File: config.mk
export PLATFORM = sky130hd
export DESIGN_NAME = rcv_control_fsm
export DESIGN_NICKNAME = d
export VERILOG_FILES = /design/src/rtl/rcv_control_fsm.sv
export SDC_FILE = /design/constraint.sdc
export NUM_CORES = 1
export LEC_CHECK = 0
export ABC_AREA = 1
export ABC_CLOCK_PERIOD_IN_PS = 1500
export CORE_ASPECT_RATIO = 1.4
export CORE_MARGIN = 1
export CORE_UTILIZATION = 45
export CTS_BUF_LIST = sky130_fd_sc_hd__clkbuf_4
export DETAILED_ROUTE_END_ITERATION = 16
export PLACE_DENSITY = 0.81
export SYNTH_ARGS = -nofsm -noshare
export SYNTH_HDL_FRONTEND = slang
export SYNTH_SLANG_ARGS = --single-unit
File: constraint.sdc
create_clock -name clk -period 1.5 [get_ports clk]
set_clock_uncertainty 0.1 [all_clocks]
set_input_delay 0.225 -clock clk [delete_from_list [all_inputs] [get_ports clk]]
set_output_delay 0.225 -clock clk [all_outputs]
set_load 0.01 [all_outputs]
File: src/rtl/rcv_control_fsm.sv
// Receive-side sequencer for the USB bit-timing datapath: gates the bit timer,
// checks the SYNC byte, counts payload bytes and strobes one FIFO write per byte.
module rcv_control_fsm #(
  parameter logic [7:0] SYNC_BYTE = 8'h80,
  parameter int         MAX_BYTES = 64,
  parameter int         CNT_BITS  = 7
) (
  input  logic                clk,
  input  logic                n_rst,
  input  logic                d_edge,
  input  logic                eop,
  input  logic                shift_enable,
  input  logic                byte_received,
  input  logic [7:0]          rcv_data,
  input  logic                fifo_full,
  output logic                rcving,
  output logic                w_enable,
  output logic                r_error,
  output logic [CNT_BITS-1:0] byte_count
);

  typedef enum logic [2:0] {
    IDLE, SYNC, RCV, STORE, EOP_WAIT, ERR, ERR_EOP, EIDLE
  } state_t;

  localparam logic [CNT_BITS-1:0] MAX_CNT = CNT_BITS'(MAX_BYTES);

  // state is left as a plain named signal so checkers can bind to it directly.
  state_t              state, state_n;
  logic [2:0]          bit_cnt, bit_cnt_n;
  logic [CNT_BITS-1:0] byte_count_n;
  logic                wr_ok, wr_ok_n;

  always_ff @(posedge clk or negedge n_rst) begin
    if (!n_rst) begin
      state      <= IDLE;
      bit_cnt    <= 3'd0;
      byte_count <= '0;
      wr_ok      <= 1'b0;
    end else begin
      state      <= state_n;
      bit_cnt    <= bit_cnt_n;
      byte_count <= byte_count_n;
      wr_ok      <= wr_ok_n;
    end
  end

  // The store/overrun decision is captured on the way into STORE so that
  // w_enable is decoded purely from registers (no fifo_full -> w_enable path).
  always_comb begin
    state_n      = state;
    bit_cnt_n    = bit_cnt;
    byte_count_n = byte_count;
    wr_ok_n      = wr_ok;

    if ((state == SYNC || state == RCV) && shift_enable)
      bit_cnt_n = bit_cnt + 3'd1;

    case (state)
      IDLE, EIDLE: begin
        if (d_edge) begin
          state_n      = SYNC;
          bit_cnt_n    = 3'd0;
          byte_count_n = '0;
        end
      end
      SYNC: begin
        if (eop && shift_enable)
          state_n = ERR;
        else if (byte_received)
          state_n = (rcv_data == SYNC_BYTE) ? RCV : ERR;
      end
      RCV: begin
        // A bit sampled during SE0 ends the packet; eop beats byte_received.
        if (eop && shift_enable)
          state_n = (bit_cnt == 3'd0) ? EOP_WAIT : ERR;
        else if (byte_received) begin
          state_n = STORE;
          wr_ok_n = !fifo_full && (byte_count != MAX_CNT);
        end
      end
      STORE: begin
        wr_ok_n = 1'b0;
        if (wr_ok) begin
          byte_count_n = byte_count + CNT_BITS'(1);
          state_n      = RCV;
        end else begin
          state_n = ERR;
        end
      end
      EOP_WAIT: if (!eop && d_edge) state_n = IDLE;
      ERR:      if (eop)            state_n = ERR_EOP;
      ERR_EOP:  if (!eop && d_edge) state_n = EIDLE;
      default:  state_n = IDLE;
    endcase
  end

  assign rcving   = (state == SYNC) || (state == RCV) || (state == STORE) ||
                    (state == EOP_WAIT);
  assign w_enable = (state == STORE) && wr_ok;
  assign r_error  = (state == ERR) || (state == ERR_EOP) || (state == EIDLE);

endmodule

# [Word-level counts from Yosys, hierarchy flattened]
# Cells that the tools add are included.
[word_totals] reg_bits=14 latchBits=0 n_memories=0 mem_bits_rw=0 inputBits=15 word_cells=65 out_inout_bits=10 rom_bits=0
[op_classes] n_eq_ne=18 n_div=0 reduce_logical=20 n_lt_le_gt_ge=0 mux=21 add_sub_neg=2 mul=0 shifts=0 bitwise=0
[op_table] op="$mux 3" n=13
[op_table] op="$pmux 3 s7" n=1
[op_table] op="$mux 7" n=2
[op_table] op="$ne 2x2->1 const B" n=7
[op_table] op="$pmux 7 s2" n=1
[op_table] op="$eq 3x3->1 const B" n=4
[op_table] op="$eq 8x8->1 const B" n=1
[op_table] op="$add 7x1->7 const B" n=1
[op_table] op="$ne 7x7->1 const B" n=1
[op_table] op="$eq 3x2->1 const B" n=2
[op_table] op="$logic_not 3->1" n=2
[op_table] op="$ne 3x3->1 const B" n=2
[op_table] op="$reduce_and 3->1" n=2
[op_table] op="$reduce_and 6->1" n=1
[op_table] op="$logic_and 1x1->1" n=5
[op_table] op="$logic_or 1x1->1" n=5
[op_table] op="$reduce_bool 2->1" n=2
[op_table] op="$add 3x1->3 const B" n=1
[op_table] op="$eq 3x1->1 const B" n=1
[op_table] op="$mux 1" n=3
[op_table] op="$logic_not 1->1" n=2
[op_table] op="$pmux 1 s2" n=1
[op_table] op="$reduce_or 2->1" n=1

# [Logic depth before layout (Yosys ltp)]
# Gate-level depths: netlist (run 1).
[depth] ltp_word=6 depth_mapped=10 depth_no_buf=9

# [Worst setup path before layout (run 1)]
# Ideal clock, no wire load.
[synth_path] kind="reg-to-reg" from="reg state[1]" to="reg byte_count[0]" path_buffers=2 required_ns=1.281 arrival_time_ns=1.106 setup_slack_ns=0.175 stages_incl_launch_ff=8 synth_period_minus_slack_ns=1.325 setup_time_ns=0.119 path_cell_list="dfrtp_1 > buf_6 > nor2_4 > nand2_2 > nand2_1 > nand3_2 > buf_6 > o21a_1"
[synth_between] elab_chain_cells=4 elab_cells_between_ends=9 classes_between="eq/ne (4); mux (1); reduce/logical (4)"
[synth_lines] item="start, declared" line_no="29" rtl="state_t state, state_n;"
[synth_lines] item="start signal, assigned" line_no="41" rtl="state <= state_n;"
[synth_lines] item="$eq 3x3->1 / $logic_not 3->1 (equally long branches)" line_no="59" rtl="case (state)"
[synth_lines] item="$reduce_or 2->1" line_no="59"
[synth_lines] item="$ne 2x2->1 (no line) / $reduce_bool 2->1 (equally long branches)"
[synth_lines] item="$reduce_and 3->1 (no line)"
[synth_lines] item="end signal, assigned" line_no="43" rtl="byte_count <= byte_count_n;"
[synth_lines] item="end, declared" line_no="19" rtl="output logic [CNT_BITS-1:0] byte_count"
# Several ways; a longest one is shown, not always the timed one.
# A chain may end at the register's enable or synchronous reset.

# [Worst setup path after layout (run 1)]
[layout_path] from="reg state[2]" to="reg byte_count[0]"
# The elaborated chain is that of the path after synthesis.

==> impl_metrics.toml, run 1 <==
[sta]
hold_viol = 0
max_slew_violation_total_from_the_final_report = 0
final_min_period_over_clock_period_pct = 106
post-route-worst-setup-slack_ns = -0.0852
number_of_setup_violations_in_the_final_report = 12
fmax_mhz = 631
unrepaired_setup_endpoints_after_global_routing = "yes"
layout_min_cycle_time_ns = 1.59
tightest_slew_ns = 0.251
timing.setup.tns_ns = -0.702
slew-limit-headroom_pct = 83.2

[power_and_ir_drop]
power.density_nw_per_um2 = 1650
share_seq_of_total_power_pct = 19.5
cellInternalPower_mw = 1.53
static-leakage-power_nw = 0.996
power.share.clock_pct = 7.5
share_comb_of_total_power_pct = 73.0
vdd_drop_max_v = 0.00139
power.share.switching_pct = 48.6
power_switching_mw = 1.45

[drt]
antenna_violating_nets_post_route = 0
routed.top_layer = "met4"
routed-via-count = 1367
wl_met3_um = 195
wl_met1_um = 1210
detail_route.vias_per_cell = 5.30
totalWireLength_um = 3540
detailed_router_s_first_iteration_violation_count = 50
dr.pass1.iters = 4
met2RoutedLength_um = 1930
wl_per_cell_um = 13.7
drt_drc_violations_left = 0

[cells_and_area]
antenna_cells = 0
flow.area_growth_from_synthesis_pct = 59.9
post_layout_nonfiller_instances = 258
drive_gt1_share_pct = 33.5
multi_input_area_sq_um = 787
seq_cell_area_sq_um = 352
nNetsFinal = 244
fill_cells = 171
util_after_layout_pct = 75.4

[hold_path]
worst_hold_path_type = "input port to asynchronous set/reset pin"

[synth]
ys_top_cells_by_count = "sky130_fd_sc_hd__nand2_1, sky130_fd_sc_hd__inv_1, sky130_fd_sc_hd__nor2_1, sky130_fd_sc_hd__dfrtp_1, sky130_fd_sc_hd__nand3_1"
ys_types = 26
number_of_synthesized_flops_with_an_enable_pin = 0
synth-main-ff-cell = "sky130_fd_sc_hd__dfrtp_1"
synth_largest_area_cell = "sky130_fd_sc_hd__dfrtp_1"
proportion_of_synthesized_flip_flops_having_asynchronous_set_or_reset_pct = 100
synth_nets = 187
post_synth_instance_area_sq_um = 1130
synth_area_per_cell_sq_um = 6.71
synth.top_cell.area_share_pct = 31.1
synth-seq-area-share_pct = 31.1
most_common_cell_in_the_synthesized_netlist = "sky130_fd_sc_hd__nand2_1"
total_of_flip_flops_plus_latches_after_synthesis = 14
synth_area_leaders = "sky130_fd_sc_hd__dfrtp_1, sky130_fd_sc_hd__nand2_1, sky130_fd_sc_hd__inv_1"
yosysWarningCount = 0
post_synth_inst_count = 168

[critical_path]
worstPathRequired_ns = 1.59
r2r_start = "state[2]"
crit_end_element = "flop"
startpoint_type = "flop"
worst_reg_to_reg_cells = 7
r2r_end = "byte_count[0]"
setup.worst_path.class = "flop to flop"
critPathMaxFanout = 6
reg2reg_setup_slack_ns = -0.09
cp.arrival_ns = 1.67

[global_route]
antenna_found_initial = 0
grt_first_pass_wirelength_um = 5250
grt_start_max_net_pins = 15
number_of_global_route_vias_before_repair = 1240
grt_overflow = 0
grt_usage_pct = 26.6

[clock_tree]
worst_setup_hold_path_clk_slew_ns = 0.08
postCtsHoldBufs = 0
clock_sinks = 14
htree_levels = 1
insertion_delay_ns = 0.29
clockBufferDepth = 2
cts-root-buf = "sky130_fd_sc_hd__clkbuf_4"
tritoncts = "yes"
cts_buffers = 3

[floorplanning]
die_x_um = 44.3
rows = 21
io_pins = 25
fp.dieArea_sq_um = 2710
die_y_um = 61.2
core-area_sq_um = 2390
initial_core_utilization_pct = 47.1

[placement]
numPlacedInstances = 239
place.gp.congestion = 0.872
port-buffer-count = 24
detailed_place_hpwl_um = 2180
place_worst_setup_slack_ns = -0.174

[run]
cap_viol_max_count = 0

[run_status]
run_status = "complete, but fails checks"
violations = "setup timing"
[metal layers]
layer | vias up | GRT usage, %
li1 | 637 | -
met3 | 21 | 3.81
met4 | 0 | 13.4
met1 | 636 | 27.8
met2 | 73 | 50.8
met5 | - | 0
[sequential cells by signal, indices dropped and copies added, names as in the netlist]
| register | cells |
|---|---|
| bit_cnt | 3 |
| state | 3 |
| wr_ok | 1 |
| byte_count | 7 |
[per-stage QoR]
step	power [mW]	hold slack, ns	cell area (sq um)
after floorplan	1.56	-0.171	1130
after global placement	1.93	0.408	1500
after detailed placement	1.99	0.436	1500
after CTS	2.63	0.153	1690
after global routing	3.17	0.146	1800
final	2.98	0.141	1800
[cell type report]
cell class | count | area share (%)
clock buffers | 3 | 1.25
clock inverters | 1 | 0.208
inverters | 22 | 4.86
multi-input cells | 128 | 43.7
flip-flops and latches | 14 | 19.5
well taps | 34 | 2.36
repair buffers | 56 | 28.2
[power groups by stage]
| stage | logic [mW] | registers (mW) | clock network, mW |
|---|---|---|---|
| final | 2.18 | 0.582 | 0.225 |
| after floorplan | 1.00 | 0.555 | 0 |
| after global placement | 1.32 | 0.608 | 0 |
| after CTS | 1.85 | 0.556 | 0.220 |
| after global routing | 2.33 | 0.593 | 0.245 |
| after detailed placement | 1.37 | 0.621 | 0 |
[cells in the final DEF (no fill, tap or decap), types with 7 or more instances in the layout]
| master | n |
|---|---|
| sky130_fd_sc_hd__nand2_2 | 7 |
| sky130_fd_sc_hd__dfrtp_1 | 13 |
| sky130_fd_sc_hd__nand2_1 | 45 |
| sky130_fd_sc_hd__buf_4 | 22 |
| sky130_fd_sc_hd__buf_6 | 11 |
| sky130_fd_sc_hd__inv_1 | 17 |
| sky130_fd_sc_hd__nor2_1 | 15 |
| sky130_fd_sc_hd__nand2_4 | 7 |
| sky130_fd_sc_hd__nand3_1 | 14 |
| sky130_fd_sc_hd__clkdlybuf4s50_1 | 14 |
[critical path: stages (launching register included)]
cell and delay [ns]:
sky130_fd_sc_hd__dfrtp_2 0.44, sky130_fd_sc_hd__buf_6 0.14, sky130_fd_sc_hd__buf_4 0.15, sky130_fd_sc_hd__nand3_1 0.16
sky130_fd_sc_hd__nand2_4 0.09, sky130_fd_sc_hd__nand2_8 0.09, sky130_fd_sc_hd__nand3_4 0.12, sky130_fd_sc_hd__o21a_1 0.19
[worst max path at each step]
| stage | slack (ns) | cells past startpoint | start | to |
|---|---|---|---|---|
| after floorplan | 0.18 | 7 | state[1] | byte_count[0] |
| after detailed placement | -0.17 | 3 | state[2] | rcving |
| after CTS | -0.03 | 5 | state[0] | rcving |
| after global routing | -0.16 | 11 | state[2] | state[0] |
| final | -0.09 | 7 | state[2] | byte_count[0] |
| after global placement | -0.19 | 3 | state[2] | rcving |
[kinds of logic after synthesis]
group,synth area share [%]
flops,31.1
buf+inv,12.0
xor+xnor,3.11
compound gates,6.22
simple gates,43.2
fa+ha+maj,4.44
[what timing repair did]
action                     4_1_cts  5_1_grt
pin swaps                       10       11
setup endpoints to repair       21       18
resized for setup               44       30
setup buffers                   13        2
cloned                           1        0
(Power assumes the default switching activity.)
==> run 2: changes to the inputs <==
ABC_CLOCK_PERIOD_IN_PS = 1700   (was 1500)
clock period = 1.7 ns   (was 1.5 ns; I/O delays follow)
==> run 2 against run 1 <==
Against the previous run:
- the flow now finishes without violations
- count of clock-buffer cells in the layout unchanged
- critical path depth decreased by 6
- design area decreased by 12%
- combinational power decreased by 33%
- via count decreased by 9.9%
- critical endpoint is now byte_count[1]
- highest routed layer unchanged
==> impl_metrics.toml, run 2 (synthesized netlist as in run 1, its figures left out) <==
[run_status]
run_status = "completed"

[cells_and_area]
post_layout_nonfiller_instances = 250
top_regs = "byte_count: 7 flops, bit_cnt: 3 flops, state: 3 flops"
util_after_layout_pct = 66.7
antenna_cells = 0
max_ffs_per_register = 7
drive_gt1_share_pct = 22.7
flow.area_growth_from_synthesis_pct = 41.5
design_area_sq_um = 1600
final_cell_mix = "sky130_fd_sc_hd__nand2_1, sky130_fd_sc_hd__buf_4, sky130_fd_sc_hd__inv_1, sky130_fd_sc_hd__clkdlybuf4s50_1, sky130_fd_sc_hd__nor2_1"
layout.cells.most_common = "sky130_fd_sc_hd__nand2_1"
max_flop_register = "byte_count"
nNetsFinal = 236
fill_cells = 197

[sta]
unrepaired_setup_endpoints_after_global_routing = "no"
layout_min_cycle_time_ns = 1.65
hold_viol = 0
tightest_slew_ns = 0.272
max_slew_violation_total_from_the_final_report = 0
final_min_period_over_clock_period_pct = 97.3
slew-limit-headroom_pct = 81.8
fmax_mhz = 605
post-route-worst-setup-slack_ns = 0.0466
number_of_setup_violations_in_the_final_report = 0
timing.setup.tns_ns = 0
whs_ns = 0.172

[drt]
antenna_violating_nets_post_route = 0
dr.pass1.iters = 4
wl_per_cell_um = 11.9
detailed_router_s_first_iteration_violation_count = 29
detail_route.vias_per_cell = 4.92
drt_drc_violations_left = 0
routed-via-count = 1231
totalWireLength_um = 2980

[floorplanning]
die_x_um = 44.3
core-area_sq_um = 2390
fp.dieArea_sq_um = 2710
initial_core_utilization_pct = 47.1
io_pins = 25
rows = 21
die_y_um = 61.2

[critical_path]
r2r_end = "state[2]"
critPathMaxFanout = 6
cp.arrival_ns = 1.30
critPathTopFamily = "buffers and inverters"
startpoint_type = "flop"
setup.worst_path.class = "flop to output pin"
crit_path_max_incr_delay_ns = 0.57
reg2reg_setup_slack_ns = 0.11
r2r_start = "state[2]"
worst_reg_to_reg_cells = 10
critPathSlowestCell = "sky130_fd_sc_hd__clkdlybuf4s50_1"
critical_path.n_buffers_inverters = 1
worstPathCellList = "clkdlybuf4s50_1"
crit_end_element = "output pin"
worstPathRequired_ns = 1.34

[placement]
place.gp.congestion = 0.889
placed_area_sq_um = 1470
place_worst_setup_slack_ns = -0.0169
detailed_place_hpwl_um = 2260
numPlacedInstances = 236
port-buffer-count = 24

[global_route]
grt_overflow = 0
grt_first_pass_wirelength_um = 4990
grt_usage_pct = 24.8
antenna_found_initial = 0
grt_start_max_net_pins = 15
number_of_global_route_vias_before_repair = 1217

[clock_tree]
clockBufferDepth = 2
insertion_delay_ns = 0.29
htree_levels = 1
worst_setup_hold_path_clk_slew_ns = 0.09
cts-root-buf = "sky130_fd_sc_hd__clkbuf_4"
tritoncts = "yes"
clock_sinks = 14
cts_buffers = 3

[hold_path]
worst_hold_path_type = "input port to asynchronous set/reset pin"

[power_and_ir_drop]
vdd_drop_max_v = 0.000835
static-leakage-power_nw = 0.851
p_total_mw = 2.17
power.density_nw_per_um2 = 1360

[run]
cap_viol_max_count = 0
run 2: changes by cell type in the layout (fill, tap and decap cells not counted), moves of 4 or more:
| cell | before | now |
|---|---|---|
| sky130_fd_sc_hd__nand2_1 | 45 | 55 |
| sky130_fd_sc_hd__clkdlybuf4s50_1 | 14 | 21 |
| sky130_fd_sc_hd__dlygate4sd2_1 | 5 | 0 |
| sky130_fd_sc_hd__dfrtp_1 | 13 | 9 |
| sky130_fd_sc_hd__nand2_4 | 7 | 1 |
| sky130_fd_sc_hd__dfrtp_2 | 1 | 5 |
| sky130_fd_sc_hd__inv_1 | 17 | 21 |
| sky130_fd_sc_hd__buf_6 | 11 | 2 |
run 2: metal layers:
| metal | vias up | wire length, um | share of wire [%] | track usage, % |
|---|---|---|---|---|
| met5 | - | 0 | 0 | 0 |
| met4 | 0 | 74 | 2.5 | 12.6 |
| met3 | 8 | 99 | 3.3 | 2.05 |
| met2 | 43 | 1700 | 57 | 50.4 |
| met1 | 562 | 1110 | 37 | 24.1 |
| li1 | 618 | - | - | - |
run 2: where the power goes:
| group | internal, mW | leakage, nW | switching (mW) |
|---|---|---|---|
| sequential | 0.431 | 0.179 | 0.0894 |
| clock | 0.0854 | 0.0154 | 0.119 |
| combinational | 0.642 | 0.656 | 0.807 |
| total | 1.16 | 0.851 | 1.02 |
run 2: worst max path at each step:
stage | slack, ns | end | cells past startpoint | startpoint
floorplan | 0.38 | byte_count[0] | 7 | state[1]
global placement | 0.01 | rcving | 3 | state[2]
detailed placement | -0.02 | w_enable | 5 | state[1]
CTS | 0.01 | w_enable | 6 | state[1]
global route | 0.005 | state[2] | 11 | state[1]
finish | 0.05 | byte_count[1] | 1 | byte_count[1]
run 2: what timing repair did:
item,CTS,global route
pin swaps,0,2
resized for setup,11,13
hold buffers,0,0
setup buffers,6,4
setup endpoints to repair,3,15
run 2: final cells by class:
class | count | area (sq um) | share of cell area, %
inverter | 22 | 85.1 | 5.33
timing repair buffer | 49 | 425 | 26.7
clock inverter | 1 | 3.75 | 0.235
sequential | 14 | 357 | 22.4
tap | 34 | 42.5 | 2.67
clock buffer | 3 | 22.5 | 1.41
multi-input combinational | 127 | 659 | 41.3
==> run 3: changes to the inputs <==
CORE_MARGIN = default   (was 1)
GPL_TIMING_DRIVEN = 1   (was default)
==> results of run 3 <==
Final layout, timing and power as in run 2 (identical DEF).
==> RTL change (settings of run 2) <==
Reset style: synchronous (`n_rst`), changed in one clocked block.
--- a/src/rtl/rcv_control_fsm.sv
+++ b/src/rtl/rcv_control_fsm.sv
@@ -31,7 +31,7 @@
   logic [CNT_BITS-1:0] byte_count_n;
   logic                wr_ok, wr_ok_n;
 
-  always_ff @(posedge clk or negedge n_rst) begin
+  always_ff @(posedge clk) begin
     if (!n_rst) begin
       state      <= IDLE;
       bit_cnt    <= 3'd0;
Formal check against the unedited RTL: differs if n_rst is asserted again (counterexample within 4 cycles, from zero or initial values and one cycle with n_rst low); with n_rst held inactive, the same outputs for 10 cycles.
==> RTL change against run 2 <==
Setup slack better by 0.018 ns. Core utilization is 2.7 points lower. Cell area is 21% lower. Area after synthesis is 17% lower. Via count is 14% lower. Routed wire length is 22% lower. Cell count is 20% lower. Sequential cell count stayed put.
Power is not compared: it rests on default switching activity, and its combinational part moved more than twofold at a synthesized area within 25%.
==> RTL change: results (changes against run 2) <==
[placed_design] global placer's final weighted congestion 0.790 [was 0.889]
[detailed_routing] detailed-route wire length per cell 11.5 microns [was 11.9 microns]
[setup_path] crit path max fanout 5 [was 6]
[synth] Synth top area share 29.8% [was 31.1%]
[detailed_routing] met1 wire length 945 microns [was 1.11 mm]
[grt] met3 Track Usage GR 2.40% [was 2.05%]
[grt] number of global-route vias before repair 963 [was 1217]
[finish] fill cell instance count of the final layout 190 [was 197]
[setup_path] flop-to-flop setup slack 0.30 ns [was 0.11 ns]
[synth] ranking of synthesized cells by instance count 31 x sky130_fd_sc_hd__nand2_1, 23 x sky130_fd_sc_hd__nor2_1, 22 x sky130_fd_sc_hd__inv_1, 15 x sky130_fd_sc_hd__nand3_1 [was 58 x sky130_fd_sc_hd__nand2_1, 21 x sky130_fd_sc_hd__inv_1, 19 x sky130_fd_sc_hd__nor2_1, 14 x sky130_fd_sc_hd__dfrtp_1, 14 x sky130_fd_sc_hd__nand3_1]
[placed_design] setup slack at placement 0.0372 ns [was -0.0169 ns]
[timing] post-route setup slack 0.0647 ns [was 0.0466 ns]
[synth] leading post-synthesis cells by cell area sky130_fd_sc_hd__dfxtp_1 30%, sky130_fd_sc_hd__nand2_1 12%, sky130_fd_sc_hd__nor2_1 9.2%, sky130_fd_sc_hd__inv_1 8.8%, sky130_fd_sc_hd__nand3_1 8.0% [was sky130_fd_sc_hd__dfrtp_1 31%, sky130_fd_sc_hd__nand2_1 19%, sky130_fd_sc_hd__inv_1 7.0%, sky130_fd_sc_hd__nor2_1 6.3%, sky130_fd_sc_hd__nand3_1 6.2%]
[finish] fraction of final layout cells sized beyond drive strength 1 12.2% [was 22.7%]
[placed_design] cell area after placement 1240 sq um [was 1470 sq um]
[grt] global routing usage summed across all routing layers 22.5% [was 24.8%]
[synth] share of synthesized flip-flops with an asynchronous set or reset 0% [was 100%]
[run_status] run status finished clean [unchanged]
[timing] worst slew margin relative to its limit 83.4% [was 81.8%]
[setup_path] r2r worst-path depth 7 [was 10]
[clocking] postcts setup bufs 0 [was 6]
[synth] instance count of the mapped netlist 149 [was 168]
[detailed_routing] number of violations reported at the end of detailed-routing iteration 0 26 [was 29]
[synth] ys flop type sky130_fd_sc_hd__dfxtp_1 [was sky130_fd_sc_hd__dfrtp_1]
[placed_design] HPWL Detailed 1.85 mm [was 2.26 mm]
RTL change: worst max-delay path by stage:
stage               depth (start not counted)  slack (ns)                     to                        from
floorplan                                   7        0.37  bit_cnt[0]$_SDFF_PN0_       state[2]$_SDFFE_PN0P_
global placement                            5        0.07               w_enable       state[0]$_SDFFE_PN0P_
detailed placement                          3        0.04                 rcving       state[2]$_SDFFE_PN0P_
CTS                                         1        0.04          byte_count[3]  byte_count[3]$_SDFFE_PN0P_
global route                                1        0.01          byte_count[2]  byte_count[2]$_SDFFE_PN0P_
finish                                      1        0.06          byte_count[2]  byte_count[2]$_SDFFE_PN0P_
RTL change: logic make-up (layout without fill, tap and decap cells):
family	Yosys count	after routing	share of synthesized area [%]
AOI/OAI and AO/OA	23	23	12.9
adders and majority gates	4	4	5.33
DFF	14	14	29.8
xor gates and xnor gates	3	3	2.80
buffers and inverters	23	54	9.19
and+or+nand+nor	82	82	39.9
RTL change: tightest hold or removal path, cell delays in order (launching register included):
cell	delay, ns
sky130_fd_sc_hd__dfxtp_1	0.33
sky130_fd_sc_hd__nand2_1	0.07
sky130_fd_sc_hd__a21oi_1	0.05
RTL change: power breakdown:
| part | switching (mW) | internal, mW | leakage [nW] |
|---|---|---|---|
| clock | 0.0966 | 0.0822 | 0.0138 |
| sequential | 0.0592 | 0.382 | 0.116 |
| combinational | 0.350 | 0.211 | 0.433 |
| total | 0.506 | 0.676 | 0.563 |
RTL change: cell type report:
class	count	area, sq um	share of cell area [%]
tap	21	26.3	2.08
clock buffer	3	22.5	1.78
sequential	14	293	23.2
timing repair buffer	28	263	20.8
multi-input combinational	112	573	45.3
inverter	23	86.3	6.83
RTL change: what timing repair did:
item                                    CTS  global route
pin swaps                                 0             0
endpoints found under the hold margin     0             0
endpoints found under the setup margin    3             2
resized for setup                         9             4
cloned                                    0             0
